**src/rtl/gcd_engine.sv**
```systemverilog
// Multi-cycle Euclidean GCD accelerator: start/busy/done handshake, abort,
// saturating iteration counter, zero-operand flag and a bit-serial modulo datapath.
module gcd_engine #(
   parameter int WIDTH = 16,
   parameter int CNT_W = 8
) (
   input  logic             clk,
   input  logic             rst,
   input  logic             start_i,
   input  logic             abort_i,
   input  logic [WIDTH-1:0] a_i,
   input  logic [WIDTH-1:0] b_i,
   output logic             busy_o,
   output logic             done_o,
   output logic [WIDTH-1:0] result_o,
   output logic [CNT_W-1:0] steps_o,
   output logic             zero_err_o
);

   // state   | meaning
   // S_IDLE  | waiting for start_i
   // S_SORT  | order operands (x >= y), detect single zero, first remainder bit
   // S_MOD   | restoring remainder x mod y, one dividend bit per cycle
   // S_CHECK | count iteration; finish on zero remainder or swap and repeat
   // S_DONE  | one-cycle done pulse, result registered
   typedef enum logic [2:0] {S_IDLE, S_SORT, S_MOD, S_CHECK, S_DONE} state_t;

   localparam int BCW = $clog2(WIDTH);
   localparam logic [BCW-1:0] LAST_BIT = BCW'(WIDTH - 1);

   state_t           r_state, w_state;
   logic [WIDTH-1:0] r_x, w_x;
   logic [WIDTH-1:0] r_y, w_y;
   logic [WIDTH:0]   r_r, w_r;
   logic [BCW-1:0]   r_bcnt, w_bcnt;
   logic [CNT_W-1:0] r_cnt, w_cnt;
   logic [WIDTH-1:0] r_result, w_result;
   logic [CNT_W-1:0] r_steps, w_steps;
   logic             r_zero_err, w_zero_err;
   logic             r_busy, w_busy;
   logic             r_done, w_done;

   logic [WIDTH-1:0] w_max, w_min;
   logic [WIDTH:0]   w_t, w_div, w_rem;
   logic [CNT_W-1:0] w_cnt_inc;

   assign w_max = (r_x >= r_y) ? r_x : r_y;
   assign w_min = (r_x >= r_y) ? r_y : r_x;

   // x is consumed as a left-shift register, so its MSB is always the next dividend bit.
   // SORT already handles bit 0 of the first division, keeping each iteration at WIDTH+1 cycles.
   assign w_t   = (r_state == S_SORT) ? {{WIDTH{1'b0}}, w_max[WIDTH-1]}
                                      : {r_r[WIDTH-1:0], r_x[WIDTH-1]};
   assign w_div = (r_state == S_SORT) ? {1'b0, w_min} : {1'b0, r_y};
   assign w_rem = (w_t >= w_div) ? (w_t - w_div) : w_t;

   assign w_cnt_inc = (r_cnt == {CNT_W{1'b1}}) ? r_cnt : r_cnt + CNT_W'(1);

   always_comb begin
      w_state    = r_state;
      w_x        = r_x;
      w_y        = r_y;
      w_r        = r_r;
      w_bcnt     = r_bcnt;
      w_cnt      = r_cnt;
      w_result   = r_result;
      w_steps    = r_steps;
      w_zero_err = r_zero_err;

      case (r_state)
         S_IDLE: begin
            if (start_i && !abort_i) begin
               w_x   = a_i;
               w_y   = b_i;
               w_cnt = '0;
               if ((a_i == '0) && (b_i == '0)) begin
                  w_state    = S_DONE;
                  w_result   = '0;
                  w_steps    = '0;
                  w_zero_err = 1'b1;
               end else begin
                  w_state = S_SORT;
               end
            end
         end
         S_SORT: begin
            if (w_min == '0) begin
               w_state    = S_DONE;
               w_result   = w_max;
               w_steps    = '0;
               w_zero_err = 1'b0;
            end else begin
               w_x     = {w_max[WIDTH-2:0], 1'b0};
               w_y     = w_min;
               w_r     = w_rem;
               w_bcnt  = BCW'(1);
               w_state = S_MOD;
            end
         end
         S_MOD: begin
            w_r = w_rem;
            w_x = {r_x[WIDTH-2:0], 1'b0};
            if (r_bcnt == LAST_BIT) begin
               w_state = S_CHECK;
            end else begin
               w_bcnt = r_bcnt + BCW'(1);
            end
         end
         S_CHECK: begin
            w_cnt = w_cnt_inc;
            if (r_r == '0) begin
               w_state    = S_DONE;
               w_result   = r_y;
               w_steps    = w_cnt_inc;
               w_zero_err = 1'b0;
            end else begin
               w_x     = r_y;
               w_y     = r_r[WIDTH-1:0];
               w_r     = '0;
               w_bcnt  = '0;
               w_state = S_MOD;
            end
         end
         S_DONE: begin
            w_state = S_IDLE;
         end
         default: begin
            w_state = S_IDLE;
         end
      endcase

      // Abort drops the run without touching the previously reported result.
      if (abort_i && (r_state != S_IDLE)) begin
         w_state    = S_IDLE;
         w_result   = r_result;
         w_steps    = r_steps;
         w_zero_err = r_zero_err;
      end

      w_busy = (w_state == S_SORT) || (w_state == S_MOD) || (w_state == S_CHECK);
      w_done = (w_state == S_DONE);
   end

   always_ff @(posedge clk) begin
      if (rst) begin
         r_state    <= S_IDLE;
         r_x        <= '0;
         r_y        <= '0;
         r_r        <= '0;
         r_bcnt     <= '0;
         r_cnt      <= '0;
         r_result   <= '0;
         r_steps    <= '0;
         r_zero_err <= 1'b0;
         r_busy     <= 1'b0;
         r_done     <= 1'b0;
      end else begin
         r_state    <= w_state;
         r_x        <= w_x;
         r_y        <= w_y;
         r_r        <= w_r;
         r_bcnt     <= w_bcnt;
         r_cnt      <= w_cnt;
         r_result   <= w_result;
         r_steps    <= w_steps;
         r_zero_err <= w_zero_err;
         r_busy     <= w_busy;
         r_done     <= w_done;
      end
   end

   assign busy_o     = r_busy;
   assign done_o     = r_done;
   assign result_o   = r_result;
   assign steps_o    = r_steps;
   assign zero_err_o = r_zero_err;

endmodule

```
**config.mk**
```make
export PLATFORM = sky130hd
export DESIGN_NAME = gcd_engine
export DESIGN_NICKNAME = d
export VERILOG_FILES = /design/src/rtl/gcd_engine.sv
export SDC_FILE = /design/constraint.sdc
export NUM_CORES = 1
export LEC_CHECK = 0
export ABC_CLOCK_PERIOD_IN_PS = 15220
export CAP_MARGIN = 20
export CORE_ASPECT_RATIO = 0.9
export CORE_MARGIN = 4
export CORE_UTILIZATION = 63
export CTS_CLUSTER_DIAMETER = 40
export DETAILED_ROUTE_END_ITERATION = 8
export HOLD_SLACK_MARGIN = 0.1
export PLACE_DENSITY = 0.84
export SYNTH_ARGS = -nofsm -noshare
export SYNTH_HDL_FRONTEND = slang
export SYNTH_SLANG_ARGS = --single-unit
```
**constraint.sdc**
```tcl
create_clock -name clk -period 15.22 [get_ports clk]
set_input_delay 3.044 -clock clk [delete_from_list [all_inputs] [get_ports clk]]
set_output_delay 3.044 -clock clk [all_outputs]
set_load 0.05 [all_outputs]
```
==> qor.txt <==
Min Hold Slack -> 0.463 ns
CP Launch Point -> b_i[6]
First-pass DRT Iterations -> 8
Clock power share -> 27.3%
Clock-pin slew on the worst setup and hold paths -> 0.07 ns
Final setup fails -> 0
XOR/XNOR Fraction of Synth Area -> 1.72%
CP max stage delay -> 0.57 ns
Slew headroom -> 31.7%
Antenna diode count -> 0
IO Port Bufs -> 62
Fin. max-slew vios -> 0
Mux share of post-synthesis cell area -> 10.1%
Vias post-DR -> 7,286
Leak -> 0.00293 uW
Clk buf depth -> 2
Unrepaired setup endpoints after global routing -> no
DRT iter0 DRCs -> 988
Resized cells post-CTS -> 0
FILL cells -> 814
Sw Ratio -> 38.5%
Largest net degree at the start of global routing -> 45
Root buf cell -> clkbuf_16
Fmax -> 169 MHz
Clock Skews -> 0.00933 ns
Row cnt -> 35
Asr flop ratio synth -> 0%
Mapped Cells -> 840
Post-synth EDFFs -> 0
H-tree depth -> 3
Compound-gate portion of the synthesized area -> 30.4%
TritonCTS Buffers -> 9
Top cell family by delay on the critical path -> simple AND/OR/NAND/NOR gates
Max cap viols -> 0
Final non-filler cell total -> 1,011
Comb pwr share -> 41.7%
Clock tree sinks -> 91
Crit path buf inv count -> 2
Actual slew at the worst max-slew pin -> 1.02 ns
Synth Area in Adders -> 6.72%
Hold_buf cts -> 0
Final worst slack -> 9.31 ns
Remaining Overflow, GRT -> 0
Multi-input gate area -> 4450 um^2
Status -> complete, no violations
Ys flop type -> dfxtp_1
Setup WS pre-CTS -> 9.15 ns
Syn nets -> 911
Cell Area, Synth -> 6630 um^2
CTS tree -> built
Launch point of the worst reg-to-reg path -> r_x[0]$_SDFFE_PP0P_
Final Hold Viols -> 0
Crit path cell chain -> clkdlybuf4s50_1 -> nor4_1 -> nand4_1 -> o2111ai_1 -> o211a_1 -> nor2b_1 -> a21oi_1 -> buf_4 -> o2bb2ai_1
Routed wire length -> 21,800 um
Syn_area_per_cell -> 7.89 um^2
Critical path launch point type -> input port
Worst Hold Launch -> result_o[0]$_SDFFE_PP0P_
Die H -> 105 um
Yosys reg bits -> 91
Slowest stage cell, crit path -> nor2b_1
CP required -> 15.41 ns
Wirelength per Cell -> 21.5 um
First-pass GRT wire length -> 34,600 um
Register area -> 1820 um^2
Vias per cell -> 7.21
Post-route ant nets -> 0
Core box area -> 10,200 um^2
CP max FO -> 14
Area Growth Syn to Fin -> 15.3%
Vias in the first global route -> 6,880
Seq/Total Area, Yosys -> 27.5%
Initial antenna violation count -> 0
RD Place Congestion -> 0.963
Count of cell types in the netlist -> 69
HPWL Detailed -> 15,600 um
Crit path time final -> 5.91 ns
Crit share post-route -> 38.8%
Synth Area in Simple Gates -> 18.1%
Internal -> 562 uW
Power per cell area -> 119 nW/um^2
Global Route Usage Sum -> 35.1%
Die ar. -> 12,200 um^2
NetSw -> 351 uW
Worst skew pair latency -> 0.35 ns
Crit path DAT -> 6.10 ns
Setup TNS -> 0 ns
Min-Delay Path Class -> register to register
Placed Instances -> 995
Setup bufs post-CTS -> 0
Sequential power share -> 30.9%
# IOs -> 63
# DRC -> 0
Die Width -> 116 um
Share of layout cells above drive strength 1 -> 8.62%
Ys Warns -> 0
Worst Setup End Kind -> register
Largest family of logic cells by synthesized area -> compound AO/OA/AOI/OAI gates
Critical path type -> input port to register
Starting density of the core -> 64.7%
VDD IR max -> 0.0763 mV
Final nets -> 948
worst paths after layout:
kind,endpoint,slack (ns),depth (start not counted)
setup reg to reg,r_r[14]$_SDFFE_PP0P_,9.32,19
hold / removal,result_o[0]$_SDFFE_PP0P_,0.46,1
hold reg to reg,result_o[0]$_SDFFE_PP0P_,0.46,1
setup / recovery,result_o[10]$_SDFFE_PP0P_,9.31,9
cell type report:
| type | count | area share, % |
|---|---|---|
| timing repair buffer | 77 | 9.59 |
| clock inverter | 4 | 0.949 |
| sequential | 91 | 23.8 |
| clock buffer | 12 | 3.35 |
| inverter | 40 | 1.96 |
| tap | 129 | 2.11 |
| multi-input combinational | 658 | 58.2 |
per-stage QoR:
stage | utilization, % | total power, uW | cell area, um^2
after floorplan | - | 554 | 6630
after global placement | 71.4 | 638 | 7320
after detailed placement | 71.4 | 651 | 7320
after CTS | 74.6 | 898 | 7650
after global routing | 74.6 | 949 | 7650
final | 74.6 | 913 | 7650
placed cells by master, fill, tap and decap left out, drive strengths merged, types with 20 or more instances in the layout:
cell type      instances
dfxtp                 91
nor2                  81
nand2                 76
a21oi                 74
clkdlybuf4s50         62
o21ai                 41
mux2i                 39
inv                   39
ha                    34
mux2                  25
nor4                  22
a31oi                 22
a211oi                20
o22ai                 20
power groups by stage:
stage	logic (uW)	clock network [uW]	registers (uW)
after floorplan	278	0	276
after CTS	369	249	280
after global routing	405	260	284
after global placement	353	0	284
after detailed placement	366	0	285
final	381	250	283
cell usage after synthesis (6+ instances only):
cell	instances	area, um^2
a211oi_1	20	150
a21o_1	11	82.6
a21oi_1	73	365
a31oi_1	22	138
and3_1	8	50.1
buf_2	11	55.1
clkbuf_1	36	135
dfxtp_1	91	1820
ha_1	34	425
inv_1	39	146
mux2_2	25	282
mux2i_1	39	390
nand2_1	75	282
nand3_1	19	95.1
nand4_1	11	68.8
nor2_1	81	304
nor3_1	9	45.0
nor4_1	22	138
o211ai_1	10	75.1
o21a_1	6	45.0
o21ai_0	39	195
o22ai_1	11	68.8
o22ai_2	9	113
o2bb2ai_1	14	123
o32ai_1	8	70.1
o41ai_1	17	149
xnor2_1	10	87.6
flip-flops by register name, summed over array words and instances (netlist names):
signal	flops
busy_o	1
done_o	1
r_bcnt	4
r_cnt	8
r_r	17
r_state	3
r_x	16
r_y	16
result_o	16
steps_o	8
zero_err_o	1
cells by family after synthesis:
group | count (synthesis)
xor gates and xnor gates | 13
and+or+nand+nor | 256
AOI/OAI and AO/OA | 290
muxes | 64
adders and majority gates | 35
buffers and inverters | 91
DFF | 91
worst register-to-register path: cells and delay by family (launching register included):
family          cells  cell delay (ns)
compound gates      9             2.98
simple gates        2             0.57
xor+xnor            1             0.11
fa+ha+maj           3             0.94
mux                 1             0.22
flops               1             0.45
buf+inv             3             0.52
metal layers:
layer	wire [um]	GRT usage [%]	up-vias
li1	-	-	3254
met1	8580	47.6	3379
met2	9780	54.4	558
met3	2590	7.75	95
met4	799	13.1	0
met5	0	0	-
No activity file was read; power rests on OpenSTA's default activity.
